--- src/rtl/uart_tx_arbiter.sv ---
// uart_tx_arbiter: shares one UART transmitter among N byte-wide requesters using per-byte round-robin arbitration with optional lock
// Ports:
//   clk, rst_n        clock, asynchronous active-low reset
//   req[N]            requester i has a byte pending (level)
//   data[8N]          flattened bytes, requester i at data[8i+7:8i]
//   lock[N]           requester i asks to keep the grant for its next byte
//   ack[N]            one-cycle pulse: byte from requester i accepted
//   grant[N]          one-hot owner of the transmitter
//   busy              arbiter is not idle
//   tx_data, tx_req   byte and one-cycle start pulse to the transmitter
//   tx_ready          transmitter idle/ready
module uart_tx_arbiter #(
   parameter int N         = 4,
   parameter int BUSY_WAIT = 4
) (
   input  logic           clk,
   input  logic           rst_n,
   input  logic [N-1:0]   req,
   input  logic [8*N-1:0] data,
   input  logic [N-1:0]   lock,
   output logic [N-1:0]   ack,
   output logic [N-1:0]   grant,
   output logic           busy,
   output logic [7:0]     tx_data,
   output logic           tx_req,
   input  logic           tx_ready
);
   localparam int LW = $clog2(N);
   localparam int CW = $clog2(BUSY_WAIT + 1);
   typedef enum logic [1:0] {IDLE, WAIT_BUSY, WAIT_DONE} state_t;
   state_t        state_q, state_d;
   logic [LW-1:0] last_q, last_d, win, sel;
   logic [CW-1:0] cnt_q, cnt_d;
   logic [N-1:0]  ack_q, ack_d, grant_q, grant_d;
   logic [7:0]    tx_data_q, tx_data_d;
   logic          tx_req_q, tx_req_d;
   logic          issue_new, done, reissue, rel, iss;
   // Scan from the lowest priority (last itself) to the highest so the
   // first requester after last is the one left standing.
   always_comb begin
      win = last_q;
      for (int i = N; i >= 1; i--)
         if (req[(int'(last_q) + i) % N]) win = LW'((int'(last_q) + i) % N);
   end
   assign issue_new = state_q == IDLE && tx_ready && |req;
   // Byte complete: transmitter back to ready, or it never went busy in time.
   assign done      = tx_ready && (state_q == WAIT_DONE ||
                      (state_q == WAIT_BUSY && cnt_q == CW'(BUSY_WAIT - 1)));
   // last_q always holds the current owner while granted.
   assign reissue   = done && lock[last_q] && req[last_q];
   assign rel       = done && !reissue;
   assign iss       = issue_new || reissue;
   always_ff @(posedge clk or negedge rst_n) begin
      if (!rst_n) begin
         state_q   <= IDLE;
         last_q    <= LW'(N - 1);
         cnt_q     <= '0;
         ack_q     <= '0;
         grant_q   <= '0;
         tx_data_q <= '0;
         tx_req_q  <= 1'b0;
      end else begin
         state_q   <= state_d;
         last_q    <= last_d;
         cnt_q     <= cnt_d;
         ack_q     <= ack_d;
         grant_q   <= grant_d;
         tx_data_q <= tx_data_d;
         tx_req_q  <= tx_req_d;
      end
   end
   always_comb begin
      state_d = iss ? WAIT_BUSY :
                rel ? IDLE :
                (state_q == WAIT_BUSY && !tx_ready) ? WAIT_DONE : state_q;
      cnt_d   = iss ? '0 : state_q == WAIT_BUSY ? cnt_q + 1'b1 : cnt_q;
   end
   always_comb begin
      sel       = issue_new ? win : last_q;
      last_d    = issue_new ? win : last_q;
      tx_req_d  = iss;
      ack_d     = iss ? N'(1) << sel : '0;
      grant_d   = iss ? N'(1) << sel : rel ? '0 : grant_q;
      tx_data_d = iss ? data[int'(sel)*8 +: 8] : tx_data_q;
   end
   assign ack     = ack_q;
   assign grant   = grant_q;
   assign busy    = state_q != IDLE;
   assign tx_data = tx_data_q;
   assign tx_req  = tx_req_q;
endmodule
--- config.mk ---
export PLATFORM = sky130hd
export DESIGN_NAME = uart_tx_arbiter
export DESIGN_NICKNAME = d
export VERILOG_FILES = /design/src/rtl/uart_tx_arbiter.sv
export SDC_FILE = /design/constraint.sdc
export NUM_CORES = 1
export LEC_CHECK = 0
export ABC_AREA = 1
export BUFFER_PORTS_ARGS = -buffer_cell sky130_fd_sc_hd__buf_4
export CORE_ASPECT_RATIO = 0.75
export CORE_MARGIN = 4
export CORE_UTILIZATION = 44
export CTS_CLUSTER_SIZE = 12
export DETAILED_ROUTE_END_ITERATION = 10
export GPL_TIMING_DRIVEN = 0
export PLACE_DENSITY = 0.76
export SLEW_MARGIN = 20
export SYNTH_ARGS = -nofsm -noshare
export SYNTH_HDL_FRONTEND = slang
export SYNTH_SLANG_ARGS = --single-unit
--- constraint.sdc ---
create_clock -name clk -period 1.9 [get_ports clk]
set_clock_uncertainty 0.1 [all_clocks]
set_input_delay 0.095 -clock clk [delete_from_list [all_inputs] [get_ports clk]]
set_output_delay 0.095 -clock clk [all_outputs]
set_load 0.01 [all_outputs]
After elaboration in Yosys (flattened, before gate mapping)
Cells that the tools add are included.
{ "classes": {"add_sub_neg": 5, "multipliers": 0, "n_div": 0, "order_cmp": 5, "n_eq_ne": 3, "n_shift": 2, "n_mux": 29, "bitwise": 4, "reduce_logical": 22} }
{ "ops": {"columns": ["cell", "n"], "rows": [
  ["variable part select 32 x 6 -> 8 bit", 1],
  ["< comparator 3 x 4 -> 1 bit, second input constant", 4],
  ["two-way mux 2 bit", 8],
  ["binary-select mux 1 bit (select 2 bit)", 6],
  ["two-way mux 4 bit", 3],
  ["two-way mux 1 bit", 10],
  ["logical AND 1 bit", 8],
  ["OR reduction 2 bit", 4],
  ["two-way mux 3 bit", 2],
  ["nonzero test 2 bit", 3],
  ["adder 2 x 1 -> 2 bit, second input constant", 2],
  ["adder 2 bit, second input constant", 2],
  ["bitwise AND 1 bit, first input constant", 4],
  ["OR reduction 4 bit", 1],
  ["left shift 1 x 2 -> 4 bit, first input constant", 1],
  ["adder 3 x 1 -> 3 bit, second input constant", 1],
  ["equality test 3 x 2 -> 1 bit, second input constant", 1],
  ["< comparator 2 x 3 -> 1 bit, second input constant", 1],
  ["nonzero test 3 bit", 1],
  ["equality test 2 x 1 -> 1 bit, second input constant", 1],
  ["equality test 2 bit, second input constant", 1],
  ["logical NOT 1 bit", 2],
  ["logical NOT 2 bit", 1],
  ["logical OR 1 bit", 2]
]} }
{ "word_totals": {"reg_bits": 24, "latchBits": 0, "ram_bits": 0, "mem_bits_ro": 0, "input_bits": 43, "memories": 0} }

Depth between registers and ports, before layout
Gate-level depths: netlist (run 1).
{ "depth": {"depth_word": 13, "mapped_depth": 16, "depth_no_buf": 15} }

Worst setup path before layout (run 1)
OpenSTA, ideal clock, no wires.
{ "synth_path": {"path_kind": "reg-to-reg", "start": "reg last_q[0]", "end": "reg tx_data_q[0], in the netlist tx_data[0]", "setup_ns": 0.117, "arrival_ns": 1.592, "required_ns": 1.683, "setup_slack_ns": 0.091, "path_stages_with_launch": 16, "path_cell_list": "dfstp_2 -> buf_6 -> nand2_2 -> o21ai_2 -> nor2_2 -> nor2_2 -> nand2_1 -> nand2_4 -> nand2_2 -> buf_6 -> nand2_1 -> nand2_1 -> nand2_1 -> nand2_1 -> nand2_1 -> nand2_1"} }
{ "synth_between": {"elab_chain_len": 10} }
{ "synth_rtl": {"columns": ["element", "line", "rtl"], "rows": [
  ["start: declaration", "32", "logic [LW-1:0] last_q, last_d, win, sel;"],
  ["start signal: assignment", "56", "last_q <= LW'(N - 1);"],
  ["start signal: assignment", "64", "last_q <= last_d;"],
  ["adder 2 x 1 -> 2 bit", "43", "if (req[(int'(last_q) + i) % N]) win = LW'((int'(last_q) + i) % N);"],
  ["binary-select mux 1 bit (select 2 bit)", "43", null],
  ["two-way mux 1 bit (implied by the code) (2 in series)", "43", null],
  ["two-way mux 2 bit (4 in series)", "43", null],
  ["two-way mux 2 bit", null, null],
  ["variable part select 32 x 6 -> 8 bit", "84", "tx_data_d = iss ? data[int'(sel)*8 +: 8] : tx_data_q;"],
  ["end signal: assignment", "68", "tx_data_q <= tx_data_d;"],
  ["end: declaration", "35", "logic [7:0] tx_data_q, tx_data_d;"]
]} }
Several ways; a longest one is shown, not always the timed one. The select of a mux whose other input is x is not followed.
A chain may end at the register's enable or synchronous reset.

Worst setup path in the final report (run 1)
{ "layout_path": {"start": "reg last_q[0]", "end": "reg tx_data_q[2], in the netlist tx_data[2]"} }
Same word-level chain as after synthesis.

==> results.toml, run 1 <==
[setup_path]
slowest_stage = "dfstp_2"
crit_path_cell_trace = "clkinvlp_4 > nand2_1 > nand3_1 > nand2_1 > nand2_2 > nand2_2 > nand2_4 > nand2_8 > buf_2 > nand2_1 > nand2_1 > nand2_1 > nand2_1 > nand2_1 > nand2_1"
critPathMaxStageDelay_ns = 0.59
end_kind = "flop"
cp_common_cell = "nand2_1"
critPathLaunchType = "flop"
worst_ep_arrival_time_ns = 2.23
reg2reg_slack_ns = -0.23
r2r_end = "tx_data[2]$_DFFE_PN0P_"
worstSetupPathType = "reg -> reg"
startpoint = "last_q[0]$_DFF_PN1_"
path_max_fanout = 7
worstRegToRegCells = 15
crit_path_end = "tx_data[2]$_DFFE_PN0P_"
cp.required_ns = 2.00
reg2reg_from = "last_q[0]$_DFF_PN1_"

[timing]
setup_tns_ns = -2.38
worstMarginPinSlew_ns = 0.921
setup_viol_count_final = 16
slew-limit-headroom = 0.380
slew_violations = 0
period_share = 1.12
fin_crit_ns = 2.13
grt_setup_unrepaired = "true"
hold_violations = 0
setup_slack_ns = -0.227
clock.fmax_mhz = 470

[pwr]
p_total_w = 0.00404
internal_power_w = 0.00217
cellPowerDensity_mw_per_mm2 = 1710
power_leakage_nw = 1.31
p_sw_w = 0.00187
clockPowerShare = 0.074
seq_power_share = 0.219
netSwitchingFraction = 0.463
vdd_ir_drop_max_v = 0.000920
combinationalPowerShare = 0.707

[die]
die_x_um = 77.3
io_pins = 61
dieHeight_um = 60.0
core_area_mm2 = 0.00338
start_util = 0.469
dieArea_mm2 = 0.00464
row_count = 18

[global_route]
grt_max_degree = 25
grt_pass1_wl_mm = 7.29
grt.overflow.total = 0
antenna_found_initial = 0
grt_use_total = 0.198
grt_pass1_vias = 1676

[drt]
dr.pass1.iters = 4
drt_iter0_drc = 79
wl_mm = 4.54
vias = 1720
antenna_left = 0
post_drt_wl_per_cell_um = 13.0
drc = 0
via_per_inst = 4.93

[status]
failed_checks = "negative setup slack"
status = "complete, but fails checks"

[logic_synthesis]
ys_warn_count = 0
netlist_instances = 233
avgSynthCellArea_um2 = 6.80
synth_top_area_frac = 0.347
syn_area_mm2 = 0.00159
synth_area_leaders = "dfrtp_1, nand2_1, nand3_1"
synth_top_area_cell = "dfrtp_1"
ys_seq_area_frac = 0.380
synth.distinct_cells = 21
syn_nets = 278
ys_ff_latch = 24

[placed_design]
dp_hpwl_mm = 3.18
dp.cells = 333
dp_slack_ns = -0.154
routabilityCongestion = 0.916
io_buffers = 60

[cts]
cts_tree = "done"
cts.path.max_buffers = 2
cts_max_level = 1
clk_pin_slew_ns = 0.08
clock-root-buffer = "clkbuf_8"
clkSinkCount = 24
clk_latency_ns = 0.26
numCtsBuffers = 3

[worst_hold_path]
hp-class = "in -> reg"

[layout]
layout-drive-gt1-share = 0.392
antennaDiodeCount = 0
layout_common_cells = "nand2_1, buf_4, nand3_1, nand2_2, dfrtp_1"
final_cells = 349
fillers = 302
fin_util = 0.701
nets = 355
layout_commonest_cell = "nand2_1"
area_growth_syn_to_layout_pct = 49.5

[flow_run]
maxCapViolCount = 0
==> per-layer routing <==
metal  global-route usage  up-vias  share of wire  wire, um
met5                    0        -              0         0
met2                0.325       58           0.48      2160
met1                0.260      777           0.45      2050
li1                     -      879              -         -
met4               0.0584        0          0.011        48
met3               0.0512        6          0.061       279
==> critical path: cells and delay by family (launching register included) <==
| family | cells | cell delay (ns) |
|---|---|---|
| AND/OR/NAND/NOR | 13 | 1.02 |
| flip-flops | 1 | 0.59 |
| buffers and inverters | 2 | 0.34 |
==> timing repair <==
| action | 4_1_cts | 5_1_grt |
|---|---|---|
| pin swaps | 2 | 5 |
| gates resized for setup | 16 | 20 |
| hold buffers | 1 | 0 |
| setup buffers | 4 | 4 |
| endpoints found under the hold margin | 24 | 0 |
| cloned | 0 | 3 |
| setup endpoints to repair | 18 | 19 |
==> layout make-up <==
type / count / area [um^2] / area share
buffer: 8 / 104 / 0.0438
clock buffer: 4 / 45.0 / 0.0190
inverter: 18 / 96.3 / 0.0407
multi-input combinational: 183 / 892 / 0.376
sequential: 24 / 603 / 0.254
tap: 40 / 50.0 / 0.0211
timing repair buffer: 72 / 579 / 0.244
==> power groups by stage <==
stage	logic, W	clock network [W]	registers, W
3_5_place_dp	0.00221	0	0.000876
2_1_floorplan	0.00149	0	0.000919
6_report	0.00286	0.000299	0.000886
5_1_grt	0.00318	0.000327	0.000911
3_3_place_gp	0.00216	0	0.000872
4_1_cts	0.00237	0.000308	0.000882
==> kinds of logic after synthesis <==
logic type | share of synthesized area
compound gates | 0.0529
xor+xnor | 0.00553
buf+inv | 0.102
flops | 0.380
simple gates | 0.444
fa+ha+maj | 0.0158
==> cells in the mapped netlist (all sizes together) <==
cell type  instances
a21oi              3
buf                5
clkbuf             3
clkinv             2
dfrtp             22
dfstp              2
ha                 2
inv               16
nand2            124
nand3             26
nor2              16
o21ai              4
o22ai              6
o31ai              1
xnor2              1
==> flip-flops by register name, summed over array words and instances (netlist names) <==
register / count
tx_data: 8
ack: 4
grant: 4
cnt_q: 3
last_q: 2
state_q: 2
tx_req: 1
==> worst min path at each step <==
stage / start / endpoint / slack [ns] / depth (start not counted)
floorplan: rst_n / ack[0]$_DFF_PN0_ / -0.30 / 0
global placement: rst_n / ack[3]$_DFF_PN0_ / -0.09 / 1
detailed placement: rst_n / ack[3]$_DFF_PN0_ / -0.1 / 1
CTS: tx_ready / state_q[1]$_DFFE_PN0P_ / 0.03 / 4
global route: tx_ready / state_q[1]$_DFFE_PN0P_ / 0.07 / 4
finish: tx_ready / state_q[1]$_DFFE_PN0P_ / 0.04 / 4
==> metrics by stage <==
stage / area, um^2 / hold WS [ns]
after floorplan: 1590 / -0.301
after global placement: 2090 / -0.0944
after detailed placement: 2090 / -0.0961
after CTS: 2220 / 0.0333
after global routing: 2370 / 0.0724
final: 2370 / 0.0425
Power figures use the tool's default switching activity.
==> run 2: changes to the inputs <==
==> constraint.sdc (replaced) <==
create_clock -name clk -period 1.8 [get_ports clk]
set_clock_uncertainty 0.1 [all_clocks]
set_input_delay 0.09 -clock clk [delete_from_list [all_inputs] [get_ports clk]]
set_output_delay 0.09 -clock clk [all_outputs]
set_load 0.01 [all_outputs]
==> results.toml, run 2 (synthesis gave the netlist of run 1 again) <==
[setup_path]
path_max_fanout = 5
critPathLaunchType = "flop"
path_delay_family = "simple AND/OR/NAND/NOR gates"
startpoint = "last_q[0]$_DFF_PN1_"
cp_num_buf_inv = 2
worstSetupPathType = "reg -> reg"
cp_common_cell = "nand2_1"
slowest_stage = "dfstp_2"
reg2reg_from = "last_q[0]$_DFF_PN1_"
critPathMaxStageDelay_ns = 0.61
crit_path_cell_trace = "buf_6 > nand2_1 > nand3_2 > nand2_1 > nand2_4 > nand2_2 > nand2_4 > nand2_4 > buf_6 > nand2_2 > nand2_1 > nand2_1 > nand2_1 > nand2_1 > nand2_1"
end_kind = "flop"
cp.required_ns = 1.86
worst_ep_arrival_time_ns = 2.12

[die]
io_pins = 61
core_area_mm2 = 0.00338
start_util = 0.469
dieArea_mm2 = 0.00464
dieHeight_um = 60.0
row_count = 18
die_x_um = 77.3

[layout]
stdcell_area_mm2 = 0.00236
nets = 354
fillers = 269
fin_util = 0.698
layout_commonest_cell = "nand2_1"
largest_register_ffs = 8
layout_common_cells = "nand2_1, buf_4, nand3_1, nand2_2, dfrtp_1"
final_cells = 348
layout-drive-gt1-share = 0.396
antennaDiodeCount = 0
area_growth_syn_to_layout_pct = 48.8

[drt]
via_per_inst = 4.95
dr.pass1.iters = 4
wl_mm = 4.50
drc = 0
vias = 1723
post_drt_wl_per_cell_um = 12.9
antenna_left = 0
drt_iter0_drc = 89

[global_route]
grt_pass1_wl_mm = 7.08
grt_max_degree = 25
grt.overflow.total = 0
grt_pass1_vias = 1624
antenna_found_initial = 0
grt_use_total = 0.189

[timing]
worstMarginPinSlew_ns = 0.839
clock.fmax_mhz = 486
slew_violations = 0
fin_crit_ns = 2.06
setup_slack_ns = -0.257
setup_viol_count_final = 18
hold_violations = 0
period_share = 1.14
slew-limit-headroom = 0.435
grt_setup_unrepaired = "true"

[cts]
cts_tree = "done"
clock-root-buffer = "clkbuf_8"
clk_latency_ns = 0.26
clk_pin_slew_ns = 0.08
numCtsBuffers = 3
clkSinkCount = 24
cts.path.max_buffers = 2
cts_max_level = 1

[placed_design]
io_buffers = 60
place_area_mm2 = 0.00209
routabilityCongestion = 0.836
dp_hpwl_mm = 3.13
dp.cells = 333

[pwr]
cellPowerDensity_mw_per_mm2 = 1760
vdd_ir_drop_max_v = 0.000929
power_leakage_nw = 1.32

[flow_run]
maxCapViolCount = 0

[status]
status = "complete, but fails checks"
failed_checks = "negative setup slack"

[worst_hold_path]
hp-class = "in -> reg"
hold_start = "tx_ready"
## run 2: changes by cell type in the layout (fill, tap and decap cells not counted), moves of 2 or more
| cell | delta |
|---|---|
| nand2_2 | -2 |
| buf_6 | +2 |
| nand3_2 | +2 |
| nand2_1 | -2 |
| nand2_4 | +5 |
| clkbuf_16 | -2 |
| nand3_1 | -2 |
| nor2_2 | -2 |
| inv_4 | +2 |
## run 2: through the flow
step	setup WS [ns]	total power, W	TNS, ns	hold slack, ns
2_1_floorplan	-0.00855	0.00255	-0.0615	-0.306
3_3_place_gp	-0.223	0.00321	-3.17	-0.0984
3_5_place_dp	-0.272	0.00325	-3.61	-0.100
4_1_cts	-0.214	0.00376	-2.31	0.0336
5_1_grt	-0.362	0.00454	-5.51	0.0802
6_report	-0.257	0.00416	-3.23	0.0363
## run 2: area by class of cell
type	instances	area (um^2)	share of cell area
timing repair buffer	71	556	0.236
inverter	18	77.6	0.0329
clock buffer	4	45.0	0.0191
multi-input combinational	183	921	0.390
sequential	24	603	0.256
tap	40	50.0	0.0212
buffer	8	106	0.0451
## run 2: worst min-delay path: stages
cell and delay [ns]:
buf_4 0.09, nor2_1 0.05, nor2_1 0.08, nor2_1 0.05
## run 2: power breakdown
| group | internal [W] | leakage, nW | switching, W | total, W |
|---|---|---|---|---|
| clock network | 0.000158 | 0.0228 | 0.000163 | 0.000321 |
| logic | 0.00128 | 0.989 | 0.00164 | 0.00292 |
| registers | 0.000781 | 0.308 | 0.000143 | 0.000924 |
| total | 0.00222 | 1.32 | 0.00195 | 0.00416 |
## run 2: what timing repair did
item                                    in CTS  in global routing
hold endpoints to repair                    24                  0
hold buffers                                 1                  0
gates resized for setup                     14                 29
pin swaps                                    7                  8
endpoints found under the setup margin      18                 22
gates cloned                                 2                  0
buffers inserted                             3                  5
## run 2: final timing paths
path / to / slack, ns / depth (start not counted)
worst min register to register: state_q[0]$_DFFE_PN0P_ / 0.38 / 2
worst max register to register: tx_data[4]$_DFFE_PN0P_ / -0.26 / 15
max in group asynchronous: last_q[1]$_DFF_PN1_ / 1.17 / 2
worst min-delay path: state_q[1]$_DFFE_PN0P_ / 0.04 / 4
min in group asynchronous: ack[3]$_DFF_PN0_ / 0.14 / 2
worst max-delay path: tx_data[4]$_DFFE_PN0P_ / -0.26 / 15
## run 2: per-layer routing
layer  share of wire  routed length (um)  up-vias  GRT usage
li1                -                   -      875          -
met1            0.45                2050      797      0.250
met2            0.48                2170       49      0.320
met3           0.061                 275        2     0.0557
met4          0.0018                   8        0     0.0228
met5               0                   0        -          0
